`src/rtl/sram_wr_ctrl.sv`:
```
// Write-side controller for the 8 weight and 8 data SRAM banks.
// Optional macro SRAM_WR_BASE_EN adds per-load base addresses base_w/base_d.
module sram_wr_ctrl #(
  parameter int DATA_W  = 64,
  parameter int ADDR_W  = 10,
  parameter int W_WORDS = 128,
  parameter int D_WORDS = 128
) (
  input  logic              clk,
  input  logic              rst_n,
  input  logic              start,
  input  logic              in_valid,
  input  logic [DATA_W-1:0] in_data,
`ifdef SRAM_WR_BASE_EN
  input  logic [ADDR_W-1:0] base_w,
  input  logic [ADDR_W-1:0] base_d,
`endif
  output logic              in_ready,
  output logic [7:0]        sram_wen_w,
  output logic [ADDR_W-1:0] sram_waddr_w,
  output logic [DATA_W-1:0] sram_wdata_w,
  output logic [7:0]        sram_wen_d,
  output logic [ADDR_W-1:0] sram_waddr_d,
  output logic [DATA_W-1:0] sram_wdata_d,
  output logic              busy,
  output logic              done
);

  // k spans up to 8*2^ADDR_W words, so k>>3 is exactly ADDR_W bits wide
  localparam int K_W = ADDR_W + 3;

  typedef enum logic [1:0] {IDLE, LOAD_W, LOAD_D, DONE} state_t;

  state_t            state_q, state_d;
  logic [K_W-1:0]    k_q;
  logic              hs, last_w, last_d, start_ok;
  logic [ADDR_W-1:0] base_w_q, base_d_q;

  logic [7:0]        wen_w_p1, wen_d_p1;
  logic [ADDR_W-1:0] waddr_w_p1, waddr_d_p1;
  logic [DATA_W-1:0] wdata_w_p1, wdata_d_p1;
  logic              done_p1;

  function automatic logic [7:0] bank_sel(input logic [2:0] bank);
    return 8'h01 << bank;
  endfunction

  // Base plus row index; the sum wraps modulo 2^ADDR_W by truncation
  function automatic logic [ADDR_W-1:0] word_addr(input logic [ADDR_W-1:0] base,
                                                  input logic [K_W-1:0]    k);
    return base + k[K_W-1:3];
  endfunction

  assign hs       = in_valid & in_ready;
  assign last_w   = (k_q == K_W'(W_WORDS - 1));
  assign last_d   = (k_q == K_W'(D_WORDS - 1));
  assign start_ok = (state_q == IDLE) & start;

  always_ff @(posedge clk or negedge rst_n) begin
    if (!rst_n) state_q <= IDLE;
    else        state_q <= state_d;
  end

  always_comb begin
    state_d = state_q;
    case (state_q)
      IDLE:    if (start)          state_d = LOAD_W;
      LOAD_W:  if (hs && last_w)   state_d = LOAD_D;
      LOAD_D:  if (hs && last_d)   state_d = DONE;
      DONE:                        state_d = IDLE;
      default:                     state_d = IDLE;
    endcase
  end

  always_comb begin
    in_ready = 1'b0;
    busy     = 1'b0;
    case (state_q)
      LOAD_W, LOAD_D: begin
        in_ready = 1'b1;
        busy     = 1'b1;
      end
      DONE:    busy = 1'b1;
      default: ;
    endcase
  end

  always_ff @(posedge clk or negedge rst_n) begin
    if (!rst_n) begin
      k_q <= '0;
    end else if (state_q == IDLE || state_q == DONE) begin
      k_q <= '0;
    end else if (hs) begin
      k_q <= (state_q == LOAD_W && last_w) ? '0 : k_q + K_W'(1);
    end
  end

`ifdef SRAM_WR_BASE_EN
  // Bases are frozen for the whole sequence once start is accepted
  always_ff @(posedge clk or negedge rst_n) begin
    if (!rst_n) begin
      base_w_q <= '0;
      base_d_q <= '0;
    end else if (start_ok) begin
      base_w_q <= base_w;
      base_d_q <= base_d;
    end
  end
`else
  assign base_w_q = '0;
  assign base_d_q = '0;
`endif

  // p0 -> p1: accepted word becomes a bank write one cycle later
  always_ff @(posedge clk or negedge rst_n) begin
    if (!rst_n) begin
      wen_w_p1   <= '0;
      waddr_w_p1 <= '0;
      wdata_w_p1 <= '0;
      wen_d_p1   <= '0;
      waddr_d_p1 <= '0;
      wdata_d_p1 <= '0;
      done_p1    <= 1'b0;
    end else begin
      wen_w_p1 <= '0;
      wen_d_p1 <= '0;
      done_p1  <= hs && (state_q == LOAD_D) && last_d;
      if (hs && state_q == LOAD_W) begin
        wen_w_p1   <= bank_sel(k_q[2:0]);
        waddr_w_p1 <= word_addr(base_w_q, k_q);
        wdata_w_p1 <= in_data;
      end
      if (hs && state_q == LOAD_D) begin
        wen_d_p1   <= bank_sel(k_q[2:0]);
        waddr_d_p1 <= word_addr(base_d_q, k_q);
        wdata_d_p1 <= in_data;
      end
    end
  end

  assign sram_wen_w   = wen_w_p1;
  assign sram_waddr_w = waddr_w_p1;
  assign sram_wdata_w = wdata_w_p1;
  assign sram_wen_d   = wen_d_p1;
  assign sram_waddr_d = waddr_d_p1;
  assign sram_wdata_d = wdata_d_p1;
  assign done         = done_p1;

endmodule
```
`config.mk`:
```
export PLATFORM = sky130hd
export DESIGN_NAME = sram_wr_ctrl
export DESIGN_NICKNAME = d
export VERILOG_FILES = /design/src/rtl/sram_wr_ctrl.sv
export SDC_FILE = /design/constraint.sdc
export NUM_CORES = 1
export LEC_CHECK = 0
export ABC_AREA = 1
export CAP_MARGIN = 10
export CORE_AREA = 5 5 154 112
export CTS_BUF_LIST = sky130_fd_sc_hd__clkbuf_4
export CTS_CLUSTER_SIZE = 40
export DETAILED_ROUTE_END_ITERATION = 16
export DIE_AREA = 0 0 159 117
export PLACE_DENSITY = 0.82
export SYNTH_ARGS = -nofsm -noshare
export SYNTH_HDL_FRONTEND = slang
export SYNTH_SLANG_ARGS = --single-unit
```
`constraint.sdc`:
```
create_clock -name clk -period 2.2 [get_ports clk]
set_input_delay 0.33 -clock clk [delete_from_list [all_inputs] [get_ports clk]]
set_output_delay 0.33 -clock clk [all_outputs]
set_load 0.05 [all_outputs]
```
Word level (Yosys, flattened, before mapping)
Cells that the tools add are included.
Word-level totals
  output and inout bits: 167
  input bits: 68
  flip-flop bits (word level): 180
Cells by class
  shift-type cells: 1
  bitwise gates (word level): 1
  muxes and demuxes: 11
  eq/ne operators: 7
  $add $sub $neg: 1
  reduce and logical (&&, ||, !) cells: 11
Operators by type and width (number)
  13-bit 2-to-1 mux: 3
  8-bit 2-to-1 mux: 2
  13-bit by 1-bit adder with 13-bit output (second input constant): 1
  13-bit by 7-bit equality test with 1-bit output (second input constant): 1
  2-bit case mux with 4 select lines: 1
  1-bit by 3-bit << shifter with 8-bit output (first input constant): 1
  2-bit 2-to-1 mux: 3
  2-bit inequality test (second input constant): 3
  1-bit logical AND: 5
  2-bit equality test (second input constant): 2
  3-bit AND reduction: 1
  3-bit OR reduction: 1
  2-bit by 1-bit equality test with 1-bit output (second input constant): 1
  2-bit zero test: 1
  1-bit 2-to-1 mux: 2
  2-bit nonzero test: 1
  2-bit OR reduction: 1
  1-bit bitwise AND: 1
  1-bit logical OR: 1

Longest topological paths before layout
  depth in word-level cells: 7
  depth in mapped cells: 9
  mapped depth without buffers: 9

Least setup slack after synthesis
OpenSTA, ideal clock, no wires.
  path kind: reg2reg
  from: register state_q[0]
  to: register wdata_w_p1[39], in the netlist sram_wdata_w[39]
  cell stages (with the launch flop): 10
  arrival time: 1.837 ns
  path buffers: 2
  setup time: 0.120 ns
  clock period less this slack: 1.957 ns
  path slack: 0.243 ns
  cell sequence: dfrtp_1 -> inv_1 -> ha_1 -> nand2_1 -> clkinv_2 -> nand2_2 -> buf_6 -> buf_4 -> nand2_1 -> o21ai_2
Between the ends
  longest elaborated chain between the ends: 5
Ends and longest elaborated chain
  from (decl): line 34  | state_t state_q, state_d;
  from (signal assigned): line 61  | else state_q <= state_d;
  2-bit by 1-bit equality test with 1-bit output / 2-bit equality test (equally long branches): line 78  | case (state_q)
  2-bit OR reduction *
  1-bit 2-to-1 mux *: line 78
  via in_ready: line 18  | output logic in_ready,
  1-bit bitwise AND *: line 54  | assign hs = in_valid & in_ready;
  1-bit logical AND *: line 128  | if (hs && state_q == LOAD_W) begin
  to (signal assigned): line 131  | wdata_w_p1 <= in_data;
  to (decl): line 41  | logic [DATA_W-1:0] wdata_w_p1, wdata_d_p1;
The timed path passes the listed nets; every way through them passes the cells marked *.
A chain may end at the register's enable or synchronous reset.

Final worst setup path
  from: register wdata_w_p1[18], in the netlist sram_wdata_w[18]
  to: output port sram_wdata_w[18]
RTL lines
  to (decl): line 21  | output logic [DATA_W-1:0] sram_wdata_w,
No word-level cell between the ends.

==> impl_metrics.prom <==
# TYPE chip_impl_metric gauge
chip_impl_info{name="run_status",value="finished clean"} 1
chip_impl_metric{name="ys_seq_area_frac",unit=""} 0.6153
chip_impl_metric{name="maxSlewViolCount",unit=""} 0
chip_impl_info{name="rsz0062_at_grt",value="no"} 1
chip_impl_metric{name="vias_in_the_first_global_route",unit=""} 5688
chip_impl_metric{name="syn_area",unit="sq um"} 7321
chip_impl_metric{name="clock_tree.htree_level_count",unit=""} 4
chip_impl_metric{name="finalWirelength",unit="microns"} 18950
chip_impl_metric{name="via_per_inst",unit=""} 4.883
chip_impl_metric{name="r2r_setup_slack",unit="ns"} 0.33
chip_impl_metric{name="vias",unit=""} 5777
chip_impl_metric{name="std_cell_core_area",unit="sq um"} 15760
chip_impl_metric{name="finalHoldViolCount",unit=""} 0
chip_impl_metric{name="post_route_cells_drive_above_1_share",unit=""} 0.1310
chip_impl_metric{name="clkSinkCount",unit=""} 180
chip_impl_metric{name="postSynthRegisterBits",unit=""} 180
chip_impl_metric{name="clock.fmax",unit="GHz"} 0.4703
chip_impl_metric{name="hpwl",unit="microns"} 14130
chip_impl_metric{name="final-setup-viol-count",unit=""} 0
chip_impl_metric{name="worstRegToRegCells",unit=""} 8
chip_impl_metric{name="cp_num_buf_inv",unit=""} 1
chip_impl_metric{name="die_width",unit="microns"} 159
chip_impl_metric{name="pre_cts_ws",unit="ns"} 0.3439
chip_impl_metric{name="placement.io_buffers",unit=""} 234
chip_impl_metric{name="setup-tns-final",unit="ns"} 0
chip_impl_metric{name="cap_viol_max_count",unit=""} 0
chip_impl_metric{name="dieHeight",unit="microns"} 117
chip_impl_info{name="timing.hold.worst.class",value="in -> async"} 1
chip_impl_metric{name="placementRows",unit=""} 39
chip_impl_metric{name="fin_crit",unit="ns"} 2.126
chip_impl_metric{name="design.final.nets",unit=""} 1043
chip_impl_metric{name="vdd_ir_drop_max",unit="uV"} 887.9
chip_impl_info{name="cts_tree",value="done"} 1
chip_impl_metric{name="synth_warnings",unit=""} 0
chip_impl_metric{name="layout_worst_path_cycle_share",unit=""} 0.9666
chip_impl_metric{name="grt_max_degree",unit=""} 107
chip_impl_metric{name="die_area",unit="sq um"} 18600
chip_impl_metric{name="area_growth_syn_to_layout",unit="%"} 41.33
chip_impl_info{name="crit-reg2reg-capture",value="sram_wdata_w[43]$_DFFE_PN0P_"} 1
chip_impl_metric{name="detail-route-antenna-nets",unit=""} 0
chip_impl_info{name="critPathKind",value="reg -> out"} 1
chip_impl_metric{name="max-clock-path-buffers",unit=""} 2
chip_impl_metric{name="tritoncts.num_buffers",unit=""} 17
chip_impl_info{name="clock-root-buffer",value="sky130_fd_sc_hd__clkbuf_4"} 1
chip_impl_info{name="setup.worst_path.start_class",value="flop"} 1
chip_impl_metric{name="syn_inst",unit=""} 727
chip_impl_metric{name="final_gp_congestion",unit=""} 0.9171
chip_impl_metric{name="timing.critical_path.required",unit="ns"} 1.87
chip_impl_info{name="critical_path.reg2reg.startpoint",value="state_q[1]$_DFFE_PN0P_"} 1
chip_impl_metric{name="clk_pin_slew",unit="ns"} 0.15
chip_impl_metric{name="clock_latency",unit="ns"} 0.57
chip_impl_metric{name="initialDrtViolationCount",unit=""} 509
chip_impl_info{name="worst_setup_path_end_kind",value="output pin"} 1
chip_impl_metric{name="netlist-cell-type-count",unit=""} 26
chip_impl_metric{name="max_slew_margin",unit=""} 0.6204
chip_impl_metric{name="ios",unit=""} 235
chip_impl_metric{name="postSynthAreaPerCell",unit="sq um"} 10.07
chip_impl_info{name="critical_path.top_delay_family",value="buffers and inverters"} 1
chip_impl_metric{name="largest_driver_fanout_on_the_critical_path",unit=""} 2
chip_impl_metric{name="initial_cell_density_of_the_core",unit=""} 0.4645
chip_impl_metric{name="clock_skew",unit="ns"} 0.02027
chip_impl_metric{name="gr-total-overflow",unit=""} 0
chip_impl_metric{name="grt_antenna_before_repair",unit=""} 1
chip_impl_metric{name="track_usage",unit=""} 0.2023
chip_impl_info{name="chain_of_cells_forming_the_critical_path",value="clkdlybuf4s50_1"} 1
chip_impl_metric{name="leakage",unit="nW"} 5.668
chip_impl_metric{name="grt_pass1_wl",unit="microns"} 30050
chip_impl_metric{name="critPathArrivalTime",unit="ns"} 1.80
chip_impl_metric{name="detailed_routing_iteration_count_for_the_pre_antenna_repair_pass",unit=""} 5
chip_impl_metric{name="post_route_drc_violation_count",unit=""} 0
chip_impl_metric{name="synth.net_count",unit=""} 805
chip_impl_metric{name="worst_path_largest_cell_delay",unit="ns"} 0.84
chip_impl_metric{name="power_per_unit_of_standard_cell_area",unit="nW/um^2"} 1505
chip_impl_info{name="cpMaxStageDelayCell",value="sky130_fd_sc_hd__clkdlybuf4s50_1"} 1
chip_impl_metric{name="layout_setup_ws",unit="ns"} 0.07359
chip_impl_metric{name="wire_per_inst",unit="microns"} 16.02
chip_impl_metric{name="timing_worst_slew_pin_value",unit="ns"} 0.5685
==> power breakdown <==
part           switching (mW)  total, mW  leakage (nW)  internal (mW)
sequential              0.616       5.01          2.34           4.40
clock                    1.26       1.75         0.136          0.497
combinational            6.04       8.80          3.20           2.76
total                    7.92       15.6          5.67           7.65
==> through the flow <==
stage	power (mW)	cell area [sq um]	hold slack, ns	util	instances
floorplan	10.85	7321	0.03441	-	727
global placement	13.79	9893	0.2894	0.6277	1148
detailed placement	13.97	9893	0.2864	0.6277	1148
CTS	15.73	10160	0.1945	0.6449	1180
global route	16.43	10350	0.2076	0.6564	1183
finish	15.57	10350	0.2301	0.6564	1183
==> area by class of cell <==
cell class / count / area (sq um)
Inverter: 90 / 339.1
Multi-Input combinational cell: 422 / 2240
Antenna cell: 1 / 2.502
Clock buffer: 17 / 127.6
Tap cell: 205 / 256.5
Clock inverter: 14 / 136.4
Sequential cell: 180 / 4504
Timing Repair Buffer: 254 / 2740
Fill cell: 1251 / 5415
==> registers in the layout (all words and copies together), names as in the netlist <==
register,count
done,1
sram_wen_d,8
sram_waddr_d,10
k_q,13
sram_wen_w,8
sram_wdata_w,64
state_q,2
sram_wdata_d,64
sram_waddr_w,10
==> synthesized netlist by cell type, drive strengths merged <==
cell type | count | share of area
o21ai | 152 | 0.14
clkbuf | 10 | 0.0051
inv | 88 | 0.045
o22ai | 4 | 0.0034
dfrtp | 180 | 0.62
nor2 | 19 | 0.010
buf | 25 | 0.030
nor3 | 13 | 0.013
nand2 | 194 | 0.10
xor2 | 2 | 0.0024
nand3 | 17 | 0.012
nand4 | 8 | 0.0068
ha | 10 | 0.017
clkinv | 2 | 0.0012
or2 | 2 | 0.0017
nor4 | 1 | 0.00086
==> how the worst max path moves through the flow <==
stage / start / to / cells past startpoint
CTS: sram_wdata_d[13]$_DFFE_PN0P_ / sram_wdata_d[13] / 1
finish: sram_wdata_w[18]$_DFFE_PN0P_ / sram_wdata_w[18] / 1
detailed placement: state_q[0]$_DFFE_PN0P_ / sram_wdata_w[43]$_DFFE_PN0P_ / 8
global placement: state_q[0]$_DFFE_PN0P_ / sram_wdata_w[37]$_DFFE_PN0P_ / 8
global route: sram_wdata_d[34]$_DFFE_PN0P_ / sram_wdata_d[34] / 1
floorplan: state_q[0]$_DFFE_PN0P_ / sram_wdata_w[39]$_DFFE_PN0P_ / 9
==> cell families after synthesis <==
kind of cell / after synthesis / synth area share
AOI/OAI and AO/OA: 156 / 0.1386
xor gates and xnor gates: 2 / 0.002393
adders and majority gates: 10 / 0.01709
buffers and inverters: 125 / 0.08169
DFF: 180 / 0.6153
and+or+nand+nor: 254 / 0.1449
==> cell usage in the layout (no fill, tap or decap), drive strengths merged, types with 3 or more instances in the layout <==
cell type      count
nand4              8
inv               96
clkdlybuf4s50    165
nand3             17
nor3              13
clkbuf            17
o22ai              4
clkinv             5
nand2            194
clkinvlp           3
buf               22
dlymetal6s2s      64
dfrtp            180
nor2              19
o21ai            152
ha                10
==> repair_timing <==
action,in CTS,in global routing
hold buffers,1,0
setup endpoints to repair,2,65
resized for setup,2,65
buffers inserted,0,2
endpoints found under the hold margin,40,0
==> per-layer routing <==
metal	vias to the layer above	wire [microns]	global-route usage
met5	-	0	0
met4	0	404	0.06818
met3	27	1334	0.06545
met2	186	8779	0.3140
met1	2767	8430	0.2734
li1	2797	-	-
Note: power is estimated with default switching activity, not from simulation.
